## src/rtl/i2s_transmit1.sv

```systemverilog
// i2s_transmit1: I2S transmitter on the bit clock with a small sample-pair FIFO, 64-sck frames, MSB-first.
module i2s_transmit1 #(
    parameter int DATA_BITS = 32,
    parameter int DEPTH = 4
) (
    input  logic                     sck,
    input  logic                     rst,
    input  logic [31:0]              in_left,
    input  logic [31:0]              in_right,
    input  logic                     in_valid,
    output logic                     in_ready,
    input  logic                     mute,
    input  logic                     clr_underrun,
    output logic                     ws,
    output logic                     sd,
    output logic                     frame_start,
    output logic                     underrun,
    output logic [$clog2(DEPTH):0]   level
);
    localparam int AW = $clog2(DEPTH);
    localparam logic [31:0] MASK = ~(32'hFFFF_FFFF >> DATA_BITS);
    logic [63:0] mem [DEPTH];
    logic [AW:0] wp, rp;
    logic [5:0]  f, f_n;
    logic [63:0] shreg, word;
    logic        started, load, push, pop, empty, full;
    assign level    = wp - rp;
    assign empty    = wp == rp;
    assign full     = level == (AW+1)'(DEPTH);
    assign in_ready = !rst && !full;
    assign push     = in_valid && in_ready;
    assign load     = f == 6'd63;
    assign pop      = load && !empty;
    assign f_n      = f + 6'd1;
    // Empty FIFO and muted frames both go out as silence; the pop decision uses the registered pointers only.
    always_comb word = (pop && !mute) ? (mem[rp[AW-1:0]] & {MASK, MASK}) : '0;
    always_ff @(posedge sck)
        if (push) mem[wp[AW-1:0]] <= {in_left, in_right};
    always_ff @(posedge sck) begin
        if (rst) begin
            f           <= 6'd63;
            wp          <= '0;
            rp          <= '0;
            started     <= 1'b0;
            underrun    <= 1'b0;
            shreg       <= '0;
            ws          <= 1'b0;
            sd          <= 1'b0;
            frame_start <= 1'b0;
        end else begin
            f           <= f_n;
            wp          <= wp + (AW+1)'(push);
            rp          <= rp + (AW+1)'(pop);
            started     <= started || pop;
            underrun    <= (load && empty && started) || (underrun && !clr_underrun);
            shreg       <= load ? word << 1 : shreg << 1;
            sd          <= load ? word[63] : shreg[63];
            ws          <= f_n >= 6'd31 && f_n <= 6'd62;
            frame_start <= f_n == 6'd0;
        end
    end
endmodule

```

## config.mk

```make
export PLATFORM = sky130hd
export DESIGN_NAME = i2s_transmit1
export DESIGN_NICKNAME = d
export VERILOG_FILES = /design/src/rtl/i2s_transmit1.sv
export SDC_FILE = /design/constraint.sdc
export NUM_CORES = 1
export LEC_CHECK = 0
export ABC_CLOCK_PERIOD_IN_PS = 6700
export CAP_MARGIN = 0
export CELL_PAD_IN_SITES_DETAIL_PLACEMENT = 0
export CELL_PAD_IN_SITES_GLOBAL_PLACEMENT = 1
export CORE_ASPECT_RATIO = 1.2
export CORE_MARGIN = 2
export CORE_UTILIZATION = 30
export CTS_BUF_LIST = sky130_fd_sc_hd__clkbuf_8
export DETAILED_ROUTE_END_ITERATION = 8
export PLACE_DENSITY = 0.61
export SYNTH_ARGS = -nofsm -noshare
export SYNTH_HDL_FRONTEND = slang
export SYNTH_SLANG_ARGS = --single-unit
```

## constraint.sdc

```tcl
create_clock -name sck -period 6.7 [get_ports sck]
set_clock_uncertainty 0.05 [all_clocks]
set_input_delay 1.34 -clock sck [delete_from_list [all_inputs] [get_ports sck]]
set_output_delay 1.34 -clock sck [all_outputs]
set_load 0.02 [all_outputs]
```

; ---- Yosys cells after proc, flatten, opt, wreduce, memory -nomap -nowiden
; Memories as Yosys holds them, arrays and structs flattened. A register that Yosys moved wholly into a read port is not among the register bits.
; Cells that the tools add are included.
[classes]
addsub = 4
n_lt_le_gt_ge = 2
n_eq_ne = 3
mux = 6
reduce_logical = 16
[ops]
columns = operator, n
row1 = 64-bit two-way mux, 2
row2 = 1-bit logical AND, 8
row3 = 3-bit by 1-bit adder with 3-bit output, 2
row4 = "6-bit by 1-bit adder with 6-bit output, second input constant", 1
row5 = "6-bit equality test, second input constant", 1
row6 = "6-bit by 5-bit greater-or-equal comparator with 1-bit output, second input constant", 1
row7 = "6-bit less-or-equal comparator, second input constant", 1
row8 = 6-bit logical NOT, 1
row9 = 1-bit logical NOT, 5
row10 = 3-bit equality test, 1
row11 = "3-bit equality test, second input constant", 1
row12 = 1-bit two-way mux, 3
row13 = 3-bit subtractor, 1
row14 = 1-bit logical OR, 2
row15 = 2-bit two-way mux, 1
[totals]
regBits = 81
ram_bits = 256
inputBits = 69
output_inout_bits = 8
wordCells = 41
n_memories = 1
[memory_table]
columns = memory, words, width, rd, rd_clocked_by_memory_dff, wr, line
row1 = mem, 4, 64, 1, 1, 1, 22  ; logic [63:0] mem [DEPTH];

; ---- Logic depth before layout (Yosys ltp)
[logic_depth]
word_depth = 7
mapped_depth = 11
mapped_depth_nobuf = 11

; ---- Worst setup path before layout
; OpenSTA, ideal clock, no wires.
[synth_timing]
path_type = input to register
start = input rst
end = memory mem[0][0] (enable)
setup_ns = 0.565
arrival_time_ns = 6.537
t_required_ns = 6.085
setup_slack_ns = -0.453
cell_stages = 4
n_path_buf = 1
path_cell_list = clkbuf_1 > a31oi_1 > nand2_1 > nor3_1
[synth_between]
elab_chain_cells = 5
[synth_rtl]
columns = element, line
row1 = from (decl), 7  ; input logic rst,
row2 = 1-bit logical NOT, 30  ; assign in_ready = !rst && !full;
row3 = 1-bit logical AND, 30
row4 = via in_ready, 11  ; output logic in_ready,
row5 = 1-bit logical AND, 31  ; assign push = in_valid && in_ready;
row6 = 1-bit two-way mux, 38  ; if (push) mem[wp[AW-1:0]] <= {in_left, in_right};
row7 = 1-bit two-way mux (not written as such), 38
row8 = to (decl), 22
; The timed path passes the listed nets, and every way through them passes these cells.

; ---- Worst setup path after layout
[layout_timing]
start = register rp[0]
end = output in_ready
[layout_between]
elab_chain_cells = 4
[layout_rtl]
columns = element, line
row1 = from (decl), 23  ; logic [AW:0] wp, rp;
row2 = from (signal assigned), 53  ; rp <= rp + (AW+1)'(pop);
row3 = 3-bit subtractor, 27  ; assign level = wp - rp;
row4 = 3-bit equality test, 29  ; assign full = level == (AW+1)'(DEPTH);
row5 = 1-bit logical NOT, 30
row6 = 1-bit logical AND, 30
row7 = to (decl), 11
; No other way between the ends.

==> results by group <==
Run status
  • Status: complete, no violations

Power
  • Pwr Total: between 4000 and 5000 µW
  • Clock share of power: roughly 39%
  • Logic gate share of total power: between 8 and 9%
  • Peak VDD IR: 114 µV
  • Sw Share: 23.0%
  • Leak: approximately 0.0046 µW
  • Internal power: 3430 µW
  • Net Switching: 1030 µW
  • PD cells: 301 nW/µm²
  • Reg power frac: 52.5%

Floorplan
  • Die area: 43000 µm²
  • Die width: 190 µm
  • Core area: just over 40000 µm²
  • Die height: 227 µm
  • Initial Utilization: 30.5%
  • Top Ports: between 70 and 80
  • Site row count: 81

Yosys
  • Post-Synthesis Cells: 711
  • Post-synth EDFFs: roughly 260
  • Post-Syn Area: 12400 µm²
  • Synth Flop Type: edfxtp_1
  • Yosys cell types: 38
  • Flops & latches, synth: around 340
  • Register area share after synthesis: 74.9%
  • Synth area leader: edfxtp_1
  • Async S/R FF share, synth: 0%
  • Syn nets: 790
  • Top cell type's share of synthesized area: 62.0%
  • Avg Inst Size Synth: 17.4 µm²
  • YS warnings: 0
  • Synth area leaders: edfxtp_1, dfxtp_1, mux4_2

Layout
  • Final Util: 36.3%
  • Area Growth Syn to Fin: 19.4%
  • Fillcell total: 3867
  • Most frequent cells in the layout: edfxtp_1, dfxtp_1, clkdlybuf4s50_1
  • Final net count: around 900
  • Most common cell after layout, fill and taps aside: edfxtp_1
  • Fraction of layout cells with a size suffix above 1: roughly a fifth

Global routing
  • Total grt overflow: 0
  • Initial antenna violation count: 4
  • Pin count of the biggest net entering global routing: 81
  • First-pass GRT wire length: 38.1 mm
  • Overall routing resource usage: 11.6%
  • Vias in the first global route: 6718

Clocking
  • CTS max path bufs: 3
  • Clock buffers created by TritonCTS: 52
  • Post-CTS sizing: 0
  • Post-CTS Setup Bufs: 0
  • Clk sink count: 336
  • CTS root buffer: clkbuf_8
  • Hold-fix buffers, CTS: 0
  • Worst-Skew Late Latency: 580 ps
  • Clock transition at path regs: ~60 ps
  • # H-tree levels: 2
  • CTS tree: done

Flow run
  • Max Cap Viol: 0

Timing
  • Slew HR: 30.4%
  • Max-slew violations: 0
  • Final setup viols: 0
  • Slew at the pin closest to its max-slew limit: approximately 1000 ps
  • Min Clock Period, post-route: 4430 ps
  • Maximum operating frequency: 226 MHz
  • RSZ-0062 raised after global routing: no
  • Final worst-path cycle share: between 60 and 70%
  • Final hold violations: 0

Drt
  • Remaining antenna violation count: 0
  • Detailed Route Iter0 Violations: 342
  • Drt total wl: 24.6 mm
  • Total number of vias: approximately 6.3k
  • DR WL/cell: between 15 and 20 µm
  • DRC Markers: 0
  • Vias per cell: 4.55
  • Pre-antenna DRT Iters: 4

Worst setup path
  • Setup CP Type: reg -> out
  • Worst endpoint data arrival time: 3040 ps
  • Critical path's largest stage delay: 810 ps
  • Startpoint Class: flop
  • CP required: 5310 ps
  • CP max stage cell: dfxtp_4
  • Crit-path cells: ha_1 > fa_1 > xor3_1 > a31oi_1 > clkdlybuf4s50_1
  • CP endpoint kind: output port
  • Worst-path maximum fanout: 34

Place
  • Gpl congestion: ~0.7
  • Port bufs: 76
  • DP HPWL: 12.4 mm

Hold path
  • Hold crit path type: reg -> reg
[metrics by stage]
step	setup slack, ps	hold slack [ps]	cell area, µm²	TNS [ps]	instances
after floorplan	-453	372	12400	-115880	711
after global placement	2760	375	13700	0	1293
after detailed placement	2760	378	13700	0	1293
after CTS	2120	388	14800	0	1391
after global routing	2030	395	14800	0	1391
final	2270	387	14800	0	1392
[layout make-up]
type	count	area, µm²	share of cell area, %
tap	539	674	4.55
clock inverter	35	234	1.58
sequential	336	9300	62.8
clock buffer	63	867	5.86
multi-input combinational	322	2870	19.3
timing repair buffer	86	831	5.61
antenna	1	2.50	0.0169
inverter	10	38.8	0.262
[state kept, by name, summed over array words and instances (netlist names)]
signal	flops
underrun	1
rp	3
ws	1
mem	256
f	6
wp	3
frame_start	1
sd	1
shreg	63
started	1
[critical path, delay by kind of cell (launching register included)]
family          cells  cell delay [ps]
xor+xnor            1              250
fa+ha+maj           2              480
flops               1              810
compound gates      1              270
buf+inv             1              660
[final timing paths]
path | startpoint | slack [ps] | end | depth (start not counted)
setup / recovery | rp[0]$_SDFF_PP0_ | 2270 | in_ready | 5
hold / removal | shreg[56]$_SDFF_PP0_ | 390 | shreg[57]$_SDFF_PP0_ | 2
hold reg to reg | shreg[56]$_SDFF_PP0_ | 390 | shreg[57]$_SDFF_PP0_ | 2
setup reg to reg | rp[0]$_SDFF_PP0_ | 3200 | mem[3][26]$_DFFE_PP_ | 7
[power by group through the flow]
stage               registers (µW)  clock network (µW)  logic (µW)
floorplan                     2370                   0         252
global route                  2350                1900         402
detailed placement            2390                   0         374
CTS                           2340                1820         375
finish                        2340                1750         365
global placement              2380                   0         374
[Yosys cell counts (4+ instances only)]
cell type,instances
nand3_1,69
nand2_1,65
buf_6,6
edfxtp_1,256
nand2b_1,5
dfxtp_1,80
a21oi_1,67
buf_2,7
buf_4,7
nor3_1,8
clkbuf_1,23
nor2_1,6
inv_1,8
mux4_2,64
ha_1,9
nor2b_1,4
[logic make-up after synthesis]
| group | count (synthesis) | share of synthesized area (%) |
|---|---|---|
| muxes | 64 | 11.6 |
| xor gates and xnor gates | 6 | 0.545 |
| adders and majority gates | 10 | 1.07 |
| AOI/OAI and AO/OA | 76 | 3.43 |
| buffers and inverters | 53 | 2.26 |
| and+or+nand+nor | 166 | 6.21 |
| DFF | 336 | 74.9 |
[layer usage]
metal	vias up	part of all wire, %	GRT usage [%]
met5	-	0.22	0
met4	8	2.2	4.38
met3	54	4.9	3.22
met2	109	50	19.8
met1	3208	43	14.1
li1	2948	-	-
Note: power is estimated with default switching activity, not from simulation.
